==> src/rtl/branch_predict_unit_pkg.sv <==
// Shared branch-unit defines: BR_* condition codes, pcsrc encodings and branch-op codes.
package branch_predict_unit_pkg;

    localparam logic [2:0] BR_BEQ  = 3'b000;
    localparam logic [2:0] BR_BNE  = 3'b001;
    localparam logic [2:0] BR_BLT  = 3'b100;
    localparam logic [2:0] BR_BGE  = 3'b101;
    localparam logic [2:0] BR_BLTU = 3'b110;
    localparam logic [2:0] BR_BGEU = 3'b111;

    localparam logic [1:0] PCSRC_PC4     = 2'b00;
    localparam logic [1:0] PCSRC_IMM     = 2'b01;
    localparam logic [1:0] PCSRC_ALU     = 2'b10;
    localparam logic [1:0] PCSRC_RECOVER = 2'b11;

    typedef enum logic [1:0] {
        OP_NONE   = 2'b00,
        OP_BRANCH = 2'b01,
        OP_JAL    = 2'b10,
        OP_JALR   = 2'b11
    } branch_op_e;

    // Reserved funct3 codes resolve as not taken.
    function automatic logic br_cond(input logic [2:0] funct3, input logic zf,
                                     input logic cf, input logic sf, input logic vf);
        logic c;
        c = 1'b0;
        case (funct3)
            BR_BEQ:  c = zf;
            BR_BNE:  c = !zf;
            BR_BLT:  c = (sf != vf);
            BR_BGE:  c = (sf == vf);
            BR_BLTU: c = !cf;
            BR_BGEU: c = cf;
            default: c = 1'b0;
        endcase
        return c;
    endfunction

endpackage

==> src/rtl/branch_predict_unit_sat_counter.sv <==
// Saturating up/down counter, one per BHT entry; resets to weakly-not-taken.
module sat_counter #(
    parameter int CTR_W = 2
) (
    input  logic             clk,
    input  logic             rst_n,
    input  logic             inc,
    input  logic             dec,
    output logic [CTR_W-1:0] value
);
    localparam logic [CTR_W-1:0] WEAK_NT = {1'b0, {(CTR_W-1){1'b1}}};

    logic [CTR_W-1:0] value_q, value_d;

    always_comb begin
        value_d = value_q;
        if (inc && (value_q != '1)) begin
            value_d = value_q + CTR_W'(1);
        end else if (dec && (value_q != '0)) begin
            value_d = value_q - CTR_W'(1);
        end
    end

    always_ff @(posedge clk or negedge rst_n) begin
        if (!rst_n) begin
            value_q <= WEAK_NT;
        end else begin
            value_q <= value_d;
        end
    end

    assign value = value_q;

endmodule

==> src/rtl/branch_predict_unit.sv <==
// Bimodal branch predictor with EX-stage resolution and redirect select.
// Optional performance counters are built when BPU_PERF_CNT_EN is defined.
module branch_predict_unit
    import branch_predict_unit_pkg::*;
#(
    parameter int XLEN  = 32,
    parameter int IDX_W = 6,
    parameter int CTR_W = 2
) (
    input  logic            clk,
    input  logic            rst_n,
    input  logic [XLEN-1:0] if_pc,
    output logic            if_pred_taken,
    input  logic            ex_valid,
    input  logic [XLEN-1:0] ex_pc,
    input  logic [1:0]      ex_branchOp,
    input  logic [2:0]      ex_funct3,
    input  logic            zf,
    input  logic            cf,
    input  logic            sf,
    input  logic            vf,
    input  logic            ex_pred_taken,
    output logic [1:0]      pcsrc,
    output logic            ex_taken,
    output logic            mispredict,
    output logic [31:0]     perf_branches,
    output logic [31:0]     perf_mispred
);
    localparam int ENTRIES = 1 << IDX_W;

    logic [IDX_W-1:0] if_idx, ex_idx;
    logic [CTR_W-1:0] bht_val [ENTRIES];
    logic             is_br, cond;
    logic             unused_pc_bits;

    assign if_idx = if_pc[IDX_W+1:2];
    assign ex_idx = ex_pc[IDX_W+1:2];
    assign unused_pc_bits = ^{if_pc[XLEN-1:IDX_W+2], if_pc[1:0],
                              ex_pc[XLEN-1:IDX_W+2], ex_pc[1:0]};

    assign is_br      = ex_valid && (ex_branchOp == OP_BRANCH);
    assign cond       = br_cond(ex_funct3, zf, cf, sf, vf);
    assign ex_taken   = is_br && cond;
    assign mispredict = is_br && (cond != ex_pred_taken);

    // Read is the registered value, so a same-cycle update is not bypassed.
    assign if_pred_taken = bht_val[if_idx][CTR_W-1];

    for (genvar i = 0; i < ENTRIES; i++) begin : g_bht
        sat_counter #(.CTR_W(CTR_W)) u_ctr (
            .clk   (clk),
            .rst_n (rst_n),
            .inc   (is_br && cond && (ex_idx == IDX_W'(i))),
            .dec   (is_br && !cond && (ex_idx == IDX_W'(i))),
            .value (bht_val[i])
        );
    end

    always_comb begin
        pcsrc = PCSRC_PC4;
        if (ex_valid) begin
            case (ex_branchOp)
                OP_BRANCH: begin
                    if (cond && !ex_pred_taken) begin
                        pcsrc = PCSRC_IMM;
                    end else if (!cond && ex_pred_taken) begin
                        pcsrc = PCSRC_RECOVER;
                    end
                end
                OP_JAL:  pcsrc = PCSRC_IMM;
                OP_JALR: pcsrc = PCSRC_ALU;
                default: pcsrc = PCSRC_PC4;
            endcase
        end
    end

`ifdef BPU_PERF_CNT_EN
    logic [31:0] perf_branches_q, perf_branches_d;
    logic [31:0] perf_mispred_q, perf_mispred_d;

    always_comb begin
        perf_branches_d = perf_branches_q;
        perf_mispred_d  = perf_mispred_q;
        if (is_br) begin
            perf_branches_d = perf_branches_q + 32'd1;
        end
        if (mispredict) begin
            perf_mispred_d = perf_mispred_q + 32'd1;
        end
    end

    always_ff @(posedge clk or negedge rst_n) begin
        if (!rst_n) begin
            perf_branches_q <= '0;
            perf_mispred_q  <= '0;
        end else begin
            perf_branches_q <= perf_branches_d;
            perf_mispred_q  <= perf_mispred_d;
        end
    end

    assign perf_branches = perf_branches_q;
    assign perf_mispred  = perf_mispred_q;
`else
    assign perf_branches = '0;
    assign perf_mispred  = '0;
`endif

endmodule

==> config.mk <==
export PLATFORM = sky130hd
export DESIGN_NAME = branch_predict_unit
export DESIGN_NICKNAME = d
export VERILOG_FILES = /design/src/rtl/branch_predict_unit_pkg.sv /design/src/rtl/branch_predict_unit_sat_counter.sv /design/src/rtl/branch_predict_unit.sv
export SDC_FILE = /design/constraint.sdc
export NUM_CORES = 1
export LEC_CHECK = 0
export BUFFER_PORTS_ARGS = -buffer_cell sky130_fd_sc_hd__buf_2
export CORE_UTILIZATION = 61
export CTS_CLUSTER_SIZE = 30
export DETAILED_ROUTE_END_ITERATION = 10
export PLACE_DENSITY_LB_ADDON = 0.25
export SYNTH_ARGS = -nofsm -noshare
export SYNTH_HDL_FRONTEND = slang
export SYNTH_HIERARCHICAL = 1
export SYNTH_SLANG_ARGS = --single-unit
==> constraint.sdc <==
create_clock -name clk -period 3.4 [get_ports clk]
set_input_delay 0.68 -clock clk [delete_from_list [all_inputs] [get_ports clk]]
set_output_delay 0.68 -clock clk [all_outputs]
set_load 0.005 [all_outputs]
==> impl_metrics.env, run 1 <==
export IMPL_pre_cts_ws_ps=405
export IMPL_synth_ff_type="dfstp_2"
export IMPL_min_period_ps=2980
export IMPL_cp_data_arrival_time_ps=2300
export IMPL_irDropWorstVdd_mv=0.365
export IMPL_maxSlewViolCount=0
export IMPL_fin_tns_setup_ps=0
export IMPL_drive_gt1_share_pct=23.1
export IMPL_worst_setup_path_end_kind="output pin"
export IMPL_wl_per_cell_um=16.2
export IMPL_async_reset_ff_share_pct=100
export IMPL_drtPass1Iterations=6
export IMPL_critPathLaunchType="input port"
export IMPL_grt_use_total_pct=29.0
export IMPL_die_w_um=117
export IMPL_clockRootBuffer="clkbuf_16"
export IMPL_ys_seq_area_share_pct=40.8
export IMPL_insertion_delay_ps=430
export IMPL_final_antenna_net_count=0
export IMPL_clk_pin_slew_worst_paths_ps=60
export IMPL_dr_total_vias=6721
export IMPL_initial_core_util_pct=63.3
export IMPL_routed_wl_mm=18.6
export IMPL_rsz0062_at_grt="no"
export IMPL_ys_types=44
export IMPL_yosys_register_bits=128
export IMPL_largest_reg_flops=128
export IMPL_cts_resized=0
export IMPL_ctsHoldBuffers=0
export IMPL_cts_sinks=128
export IMPL_status="finished clean"
export IMPL_layout_setup_ws_ps=422
export IMPL_slowest_delay_ps=550
export IMPL_cts_setup_buffers=0
export IMPL_grt_overflow_total=0
export IMPL_p_per_area_mw_per_mm2=426
export IMPL_hp_class="in -> async"
export IMPL_grt_pass1_wl_mm=29.3
export IMPL_antenna_found_initial=0
export IMPL_gp_congestion=0.862
export IMPL_finClkSkew_ps=6.41
export IMPL_synth_edff_count=0
export IMPL_die_area_mm2=0.0137
export IMPL_numCtsBuffers=17
export IMPL_syn_inst=916
export IMPL_required_ps=2720
export IMPL_cap_violations=0
export IMPL_max_freq_mhz=336
export IMPL_relSlewSlack_pct=62.9
export IMPL_hold_viol_final=0
export IMPL_fill_cells=999
export IMPL_power_leakage_nw=4.00
export IMPL_antennaDiodeCount=0
export IMPL_nNetsFinal=1037
export IMPL_cts_tree="yes"
export IMPL_crit_type="in -> out"
export IMPL_drtIter0Drc=489
export IMPL_critPathMaxFanout=20
export IMPL_core_rowCount=41
export IMPL_avgSynthCellArea_um2=8.79
export IMPL_hpwlAfterDp_mm=12.6
export IMPL_drc_errors=0
export IMPL_yosysWarnings=6
export IMPL_syn_area_mm2=0.00806
export IMPL_crit_path_top_delay_cell="mux4_2"
export IMPL_fin_crit_sh_pct=87.6
export IMPL_vias_per_cell=5.88
export IMPL_htreeDepth=4
export IMPL_grt_pass1_vias=5924
export IMPL_coreArea_mm2=0.0127
export IMPL_grt_max_degree=61
export IMPL_die_y_um=117
export IMPL_cp_cell_sequence="buf_2 > buf_12 > mux4_2 > o2111ai_1 > nand3_1 > a211oi_2 > a211oi_2 > buf_2"
export IMPL_io_buffer_count=29
export IMPL_area_growth_pct=9.57
export IMPL_tightest_slew_ps=554
export IMPL_clockBufferDepth=2
export IMPL_setup_viol=0
export IMPL_ios=146
worst max-delay path: cells and delay by family:
| kind | cells | cell delay [ps] |
|---|---|---|
| compound gates | 3 | 470 |
| buf+inv | 3 | 470 |
| simple gates | 1 | 130 |
| mux | 1 | 550 |
worst paths after layout:
path / start / end / slack (ps) / cells after the start
min in group clk: g_bht[26].u_ctr/value[0] / g_bht[26].u_ctr/value[0] / 520 / 1
hold reg to reg: g_bht[26].u_ctr/value[0] / g_bht[26].u_ctr/value[0] / 520 / 1
max in group asynchronous: rst_n / g_bht[0].u_ctr/value[0] / 2370 / 2
setup reg to reg: g_bht[62].u_ctr/value[1] / g_bht[62].u_ctr/value[0] / 2460 / 3
hold / removal: rst_n / g_bht[7].u_ctr/value[1] / 240 / 1
setup / recovery: if_pc[2] / if_pred_taken / 420 / 8
layout make-up:
| class | instances | area [um^2] | share of cell area [%] |
|---|---|---|---|
| inverter | 135 | 509 | 5.77 |
| tap | 172 | 215 | 2.44 |
| clock inverter | 12 | 166 | 1.89 |
| clock buffer | 20 | 447 | 5.06 |
| multi-input combinational | 631 | 3910 | 44.2 |
| sequential | 128 | 3280 | 37.2 |
| timing repair buffer | 46 | 300 | 3.40 |
cells in the mapped netlist (4+ instances only):
| master | number | area [um^2] |
|---|---|---|
| a21oi_1 | 128 | 641 |
| clkbuf_1 | 4 | 15.0 |
| nand2_1 | 13 | 48.8 |
| nor2_1 | 142 | 533 |
| dfstp_2 | 64 | 1680 |
| mux4_2 | 11 | 248 |
| a211oi_1 | 65 | 488 |
| dfrtp_1 | 64 | 1600 |
| a21o_1 | 64 | 480 |
| nand3_1 | 20 | 100 |
| nor2b_1 | 9 | 56.3 |
| o22a_2 | 64 | 641 |
| nor3_1 | 5 | 25.0 |
| inv_1 | 134 | 503 |
| mux2i_1 | 5 | 50.1 |
| buf_4 | 67 | 503 |
| or3_1 | 7 | 43.8 |
| buf_2 | 13 | 65.1 |
metal layers:
metal  part of all wire [%]  track usage [%]  wire length [um]  vias up
li1                       -                -                 -     3188
met1                     42             37.5              7820     3246
met2                     48             47.0              8990      249
met3                    7.3             7.31              1360       38
met4                    2.2             11.4               404        0
met5                      0                0                 0        -
report_power, final:
| part | switching [mW] | internal [mW] | total [mW] | leakage [nW] |
|---|---|---|---|---|
| clock network | 0.668 | 1.24 | 1.90 | 0.303 |
| logic | 0.169 | 0.0772 | 0.246 | 2.14 |
| registers | 0.0239 | 1.58 | 1.60 | 1.56 |
logic make-up after synthesis:
group,count (synthesis),share of synthesized area [%]
flip-flops,128,40.8
multiplexers,18,4.16
other,1,0.0466
XOR/XNOR,2,0.217
AND/OR/NAND/NOR,212,11.4
AO/OA/AOI/OAI,334,29.5
adder cells (fa/ha/maj),1,0.155
buffers and inverters,220,13.7
per-stage QoR:
| stage | total power [mW] | cells | utilization, % | cell area, um^2 | hold WS, ps |
|---|---|---|---|---|---|
| 2_1_floorplan | 1.81 | 979 | - | 8290 | 384 |
| 3_3_place_gp | 1.87 | 1112 | 64.6 | 8210 | 509 |
| 3_5_place_dp | 1.87 | 1112 | 64.6 | 8210 | 514 |
| 4_1_cts | 3.78 | 1144 | 69.4 | 8830 | 246 |
| 5_1_grt | 3.88 | 1144 | 69.4 | 8830 | 274 |
| 6_report | 3.76 | 1144 | 69.4 | 8830 | 237 |
cell usage in the layout (no fill, tap or decap), types with 6 or more instances in the layout:
cell       count
nor2b_1        9
clkbuf_16     17
nand2_1       13
dfstp_2       64
dfrtp_1       64
a211oi_1      65
conb_1        64
buf_4         16
a21o_1        64
buf_2         28
or3_1          7
nand3_1       20
clkinv_2       6
inv_1        134
nor2_1       142
o22a_2        64
a21oi_1      128
mux4_2        11
(Power assumes the default switching activity.)
==> run 2, diff against run 1 <==
--- a/config.mk
+++ b/config.mk
@@ -6,9 +6,11 @@
 export NUM_CORES = 1
 export LEC_CHECK = 0
 export BUFFER_PORTS_ARGS = -buffer_cell sky130_fd_sc_hd__buf_2
+export CORE_ASPECT_RATIO = 2
 export CORE_UTILIZATION = 61
 export CTS_CLUSTER_SIZE = 30
 export DETAILED_ROUTE_END_ITERATION = 10
+export GPL_TIMING_DRIVEN = 0
 export PLACE_DENSITY_LB_ADDON = 0.25
 export SYNTH_ARGS = -nofsm -noshare
 export SYNTH_HDL_FRONTEND = slang
==> impl_metrics.env, run 2 (synthesis gave the netlist of run 1 again) <==
export IMPL_ctsHoldBuffers=0
export IMPL_wl_per_cell_um=16.6
export IMPL_hpwlAfterDp_mm=14.0
export IMPL_coreArea_mm2=0.0129
export IMPL_critPathLaunchType="input port"
export IMPL_final_antenna_net_count=0
export IMPL_hp_class="in -> async"
export IMPL_clk_pin_slew_worst_paths_ps=60
export IMPL_ios=146
export IMPL_routed_wl_mm=19.7
export IMPL_tightest_slew_ps=563
export IMPL_die_w_um=83.3
export IMPL_final_common_cell="nor2_1"
export IMPL_multi_input_area_mm2=0.00391
export IMPL_nNetsFinal=1103
export IMPL_worst_setup_path_end_kind="output pin"
export IMPL_fin_tns_setup_ps=0
export IMPL_drive_gt1_share_pct=27.7
export IMPL_p_per_area_mw_per_mm2=416
export IMPL_regArea_mm2=0.00328
export IMPL_maxSlewViolCount=0
export IMPL_drtPass1Iterations=7
export IMPL_power_leakage_nw=4.33
export IMPL_core_rowCount=59
export IMPL_initial_core_util_pct=62.4
export IMPL_irDropWorstVdd_mv=0.451
export IMPL_clockBufferDepth=2
export IMPL_fill_cells=1019
export IMPL_rsz0062_at_grt="no"
export IMPL_vias_per_cell=5.86
export IMPL_grt_max_degree=82
export IMPL_cp_data_arrival_time_ps=2500
export IMPL_min_period_ps=3180
export IMPL_clockRootBuffer="clkbuf_16"
export IMPL_drc_errors=0
export IMPL_cap_violations=0
export IMPL_crit_type="in -> out"
export IMPL_pre_cts_ws_ps=245
export IMPL_cts_sinks=128
export IMPL_io_buffer_count=26
export IMPL_gp_congestion=0.945
export IMPL_insertion_delay_ps=420
export IMPL_whs_ps=178
export IMPL_p_total_mw=3.86
export IMPL_antenna_found_initial=0
export IMPL_critPathMaxFanout=10
export IMPL_die_y_um=165
export IMPL_drtIter0Drc=494
export IMPL_area_growth_pct=15.2
export IMPL_layout_setup_ws_ps=221
export IMPL_numCtsBuffers=17
export IMPL_antennaDiodeCount=0
export IMPL_status="finished clean"
export IMPL_setup_viol=0
export IMPL_max_freq_mhz=315
export IMPL_dr_total_vias=6969
export IMPL_layout_common_cells="nor2_1 (142), inv_1 (134), a21oi_1 (128)"
export IMPL_htreeDepth=4
export IMPL_finClkSkew_ps=8.87
export IMPL_required_ps=2720
export IMPL_grt_use_total_pct=29.6
export IMPL_cts_tree="yes"
export IMPL_cts_resized=0
export IMPL_hold_viol_final=0
export IMPL_grt_overflow_total=0
export IMPL_relSlewSlack_pct=62.3
export IMPL_fin_crit_sh_pct=93.5
export IMPL_die_area_mm2=0.0137
export IMPL_cts_setup_buffers=0
export IMPL_grt_pass1_vias=6504
export IMPL_grt_pass1_wl_mm=31.5
export IMPL_largest_reg_flops=128
run 2: cell count changes in the layout (fill, tap and decap cells not counted), sizes merged:
cell | before | now
buf | 46 | 108
clkbuf | 20 | 23
clkinv | 7 | 6
clkinvlp | 1 | 3
run 2: routing by layer:
layer	share of wire (%)	vias to the layer above	global-route usage (%)	routed length [um]
met5	0	-	0	0
met4	7.1	0	23.0	1390
met3	6.4	90	5.95	1270
met2	50	307	50.0	9790
met1	37	3266	32.4	7290
li1	-	3306	-	-
run 2: worst paths after layout:
| kind | to | start | slack (ps) | depth (start not counted) |
|---|---|---|---|---|
| max in group asynchronous | g_bht[32].u_ctr/value[0] | rst_n | 2410 | 2 |
| max | if_pred_taken | if_pc[3] | 220 | 7 |
| min reg2reg | g_bht[0].u_ctr/value[0] | g_bht[0].u_ctr/value[0] | 530 | 1 |
| max reg2reg | g_bht[20].u_ctr/value[0] | g_bht[20].u_ctr/value[1] | 2480 | 3 |
| min in group clk | g_bht[0].u_ctr/value[0] | g_bht[0].u_ctr/value[0] | 530 | 1 |
| min | g_bht[47].u_ctr/value[1] | rst_n | 180 | 1 |
run 2: final cells by class:
cell class	count	area share [%]
timing repair buffer	27	1.77
multi-input combinational	631	42.1
clock buffer	19	4.77
tap	152	2.05
inverter	135	5.49
buffer	85	6.41
clock inverter	13	2.02
sequential	128	35.4
run 2: per-stage QoR:
stage / instances / util, % / cell area (um^2)
detailed placement: 1158 / 66.9 / 8650
global route: 1190 / 71.8 / 9280
global placement: 1157 / 66.7 / 8610
finish: 1190 / 71.8 / 9280
floorplan: 979 / - / 8290
CTS: 1190 / 71.8 / 9280
run 2: worst max-delay path, cell delays in order:
cell and delay [ps]:
buf_2 280, buf_2 420, mux4_2 390, a22oi_1 290
and3_1 230, a211oi_2 50, buf_2 140
run 2: power breakdown:
part / internal (mW) / switching (mW) / leakage, nW
sequential: 1.58 / 0.0243 / 1.56
clock: 1.25 / 0.708 / 0.299
combinational: 0.121 / 0.181 / 2.48
==> run 3, diff against run 2 <==
--- a/config.mk
+++ b/config.mk
@@ -5,9 +5,10 @@
 export SDC_FILE = /design/constraint.sdc
 export NUM_CORES = 1
 export LEC_CHECK = 0
+export ABC_AREA = 1
 export BUFFER_PORTS_ARGS = -buffer_cell sky130_fd_sc_hd__buf_2
 export CORE_ASPECT_RATIO = 2
-export CORE_UTILIZATION = 61
+export CORE_UTILIZATION = 62
 export CTS_CLUSTER_SIZE = 30
 export DETAILED_ROUTE_END_ITERATION = 10
 export GPL_TIMING_DRIVEN = 0
==> impl_metrics.env, run 3 <==
export IMPL_whs_ps=120
export IMPL_grt_overflow_total=0
export IMPL_rsz0062_at_grt="no"
export IMPL_ys_types=22
export IMPL_cp_data_arrival_time_ps=2450
export IMPL_die_w_um=87.2
export IMPL_cts_sinks=128
export IMPL_fin_tns_setup_ps=0
export IMPL_cts_tree="yes"
export IMPL_setup_viol=0
export IMPL_syn_area_mm2=0.00900
export IMPL_worst_setup_path_end_kind="output pin"
export IMPL_hold_viol_final=0
export IMPL_nNetsFinal=1696
export IMPL_synth_simple_gate_area_share_pct=43.2
export IMPL_synthMostInstantiatedCell="nand2_1"
export IMPL_synth_top_area_share_pct=30.7
export IMPL_synth_edff_count=0
export IMPL_finClkSkew_ps=7.64
export IMPL_required_ps=2720
export IMPL_p_per_area_mw_per_mm2=431
export IMPL_fill_cells=1263
export IMPL_clockBufferDepth=2
export IMPL_fin_crit_sh_pct=91.9
export IMPL_hpwlAfterDp_mm=16.7
export IMPL_multi_input_area_mm2=0.00451
export IMPL_drtIter0Drc=804
export IMPL_cts_resized=0
export IMPL_area_growth_pct=14.7
export IMPL_drive_gt1_share_pct=17.2
export IMPL_tightest_slew_ps=926
export IMPL_max_freq_mhz=320
export IMPL_synthAdderAreaFrac_pct=0.139
export IMPL_drc_errors=0
export IMPL_crit_type="in -> out"
export IMPL_routed_wl_mm=23.8
export IMPL_fin_area_mm2=0.0103
export IMPL_final_common_cell="nand2_1"
export IMPL_synth_compound_area_share_pct=3.80
export IMPL_stdcell_count=1823
export IMPL_numCtsBuffers=17
export IMPL_placed_cell_area_mm2=0.00964
export IMPL_die_area_mm2=0.0150
export IMPL_grt_max_degree=100
export IMPL_synth_ff_type="dfstp_2"
export IMPL_hp_class="in -> async"
export IMPL_die_y_um=172
export IMPL_regArea_mm2=0.00328
export IMPL_yosysWarnings=6
export IMPL_coreArea_mm2=0.0143
export IMPL_power_leakage_nw=5.33
export IMPL_htreeDepth=4
export IMPL_ys_seq_area_share_pct=36.5
export IMPL_relSlewSlack_pct=38.0
export IMPL_cts_setup_buffers=0
export IMPL_yosys_top_cells_count="nand2_1 (736), nor2_1 (207), inv_1 (143)"
export IMPL_ctsHoldBuffers=0
export IMPL_grt_use_total_pct=32.6
export IMPL_async_reset_ff_share_pct=100
export IMPL_grt_pass1_wl_mm=37.4
export IMPL_insertion_delay_ps=430
export IMPL_vias_per_cell=5.11
export IMPL_core_rowCount=62
export IMPL_maxSlewViolCount=0
export IMPL_ios=146
export IMPL_irDropWorstVdd_mv=0.360
export IMPL_dr_total_vias=9320
export IMPL_critPathMaxFanout=10
export IMPL_min_period_ps=3130
export IMPL_drtPass1Iterations=9
export IMPL_final_antenna_net_count=0
export IMPL_synthMuxAreaShare_pct=0
export IMPL_antennaDiodeCount=0
export IMPL_synth_area_top_cells="nand2_1 (31%), dfstp_2 (19%), dfrtp_1 (18%), nor2_1 (8.6%), inv_1 (6.0%)"
export IMPL_largest_reg_flops=128
export IMPL_synth_top_family_by_area="simple AND/OR/NAND/NOR gates"
export IMPL_clockRootBuffer="clkbuf_16"
export IMPL_cap_violations=0
export IMPL_critPathLaunchType="input port"
export IMPL_yosysTopAreaCell="nand2_1"
export IMPL_pre_cts_ws_ps=364
export IMPL_syn_inst=1509
export IMPL_io_buffer_count=26
export IMPL_gp_congestion=0.983
export IMPL_dp_cells=1791
export IMPL_grt_pass1_vias=8396
export IMPL_clk_pin_slew_worst_paths_ps=60
export IMPL_initial_core_util_pct=63.0
export IMPL_avgSynthCellArea_um2=5.96
export IMPL_layout_setup_ws_ps=274
export IMPL_synth_xor_area_share_pct=0.292
export IMPL_yosys_register_bits=128
export IMPL_wl_per_cell_um=13.1
export IMPL_layout_common_cells="nand2_1 (736), nor2_1 (207), inv_1 (143)"
export IMPL_antenna_found_initial=0
export IMPL_status="finished clean"
[run 3: path summary, 6_finish.rpt]
| kind | cells past startpoint | end | slack [ps] | startpoint |
|---|---|---|---|---|
| min in group clk | 3 | g_bht[12].u_ctr/value[0] | 540 | g_bht[12].u_ctr/value[0] |
| max in group asynchronous | 2 | g_bht[13].u_ctr/value[0] | 2460 | rst_n |
| worst min register to register | 3 | g_bht[12].u_ctr/value[0] | 540 | g_bht[12].u_ctr/value[0] |
| worst max-delay path | 11 | if_pred_taken | 270 | if_pc[2] |
| worst min-delay path | 1 | g_bht[38].u_ctr/value[1] | 120 | rst_n |
| worst max register to register | 2 | g_bht[24].u_ctr/value[1] | 2510 | g_bht[24].u_ctr/value[1] |
[run 3: worst max-delay path: stages]
cell	delay, ps
buf_2	160
clkbuf_1	600
nand2_1	110
nand3_1	170
nand3_1	150
nand2_1	120
nand2_1	60
nand3_1	80
nand3_1	60
nand2_1	120
buf_2	130
[run 3: per-stage QoR]
stage	power [mW]	utilization, %
floorplan	2.17	-
global placement	2.31	67.3
detailed placement	2.34	67.5
CTS	4.45	72.3
global route	4.61	72.3
finish	4.45	72.3
[run 3: power breakdown]
part	internal, mW	switching [mW]
Clock	1.40	0.716
Combinational	0.189	0.346
Sequential	1.70	0.101
[run 3: cell type report]
class                   count  area share [%]
repair buffers             27            1.59
clock inverters            13            2.28
well taps                 192            2.33
plain buffers              92            6.40
inverters                 208            7.57
clock buffers              19            4.29
flip-flops and latches    128            31.8
multi-input cells        1144            43.7
[run 3: kinds of logic (layout without fill, tap and decap cells)]
logic type                 Yosys count  count (layout)
AOI/OAI and AO/OA                   67              67
xor gates and xnor gates             3               3
adders and majority gates            1               1
buffers and inverters              300             359
DFF                                128             128
other                                1              64
and+or+nand+nor                   1009            1009
[run 3: metal layers]
layer / vias up / share of wire [%] / GRT usage [%]
met5: - / 0 / 0
met4: 0 / 6.8 / 25.1
met3: 122 / 7.7 / 5.78
met2: 444 / 50 / 56.8
met1: 4191 / 35 / 34.1
li1: 4563 / - / -
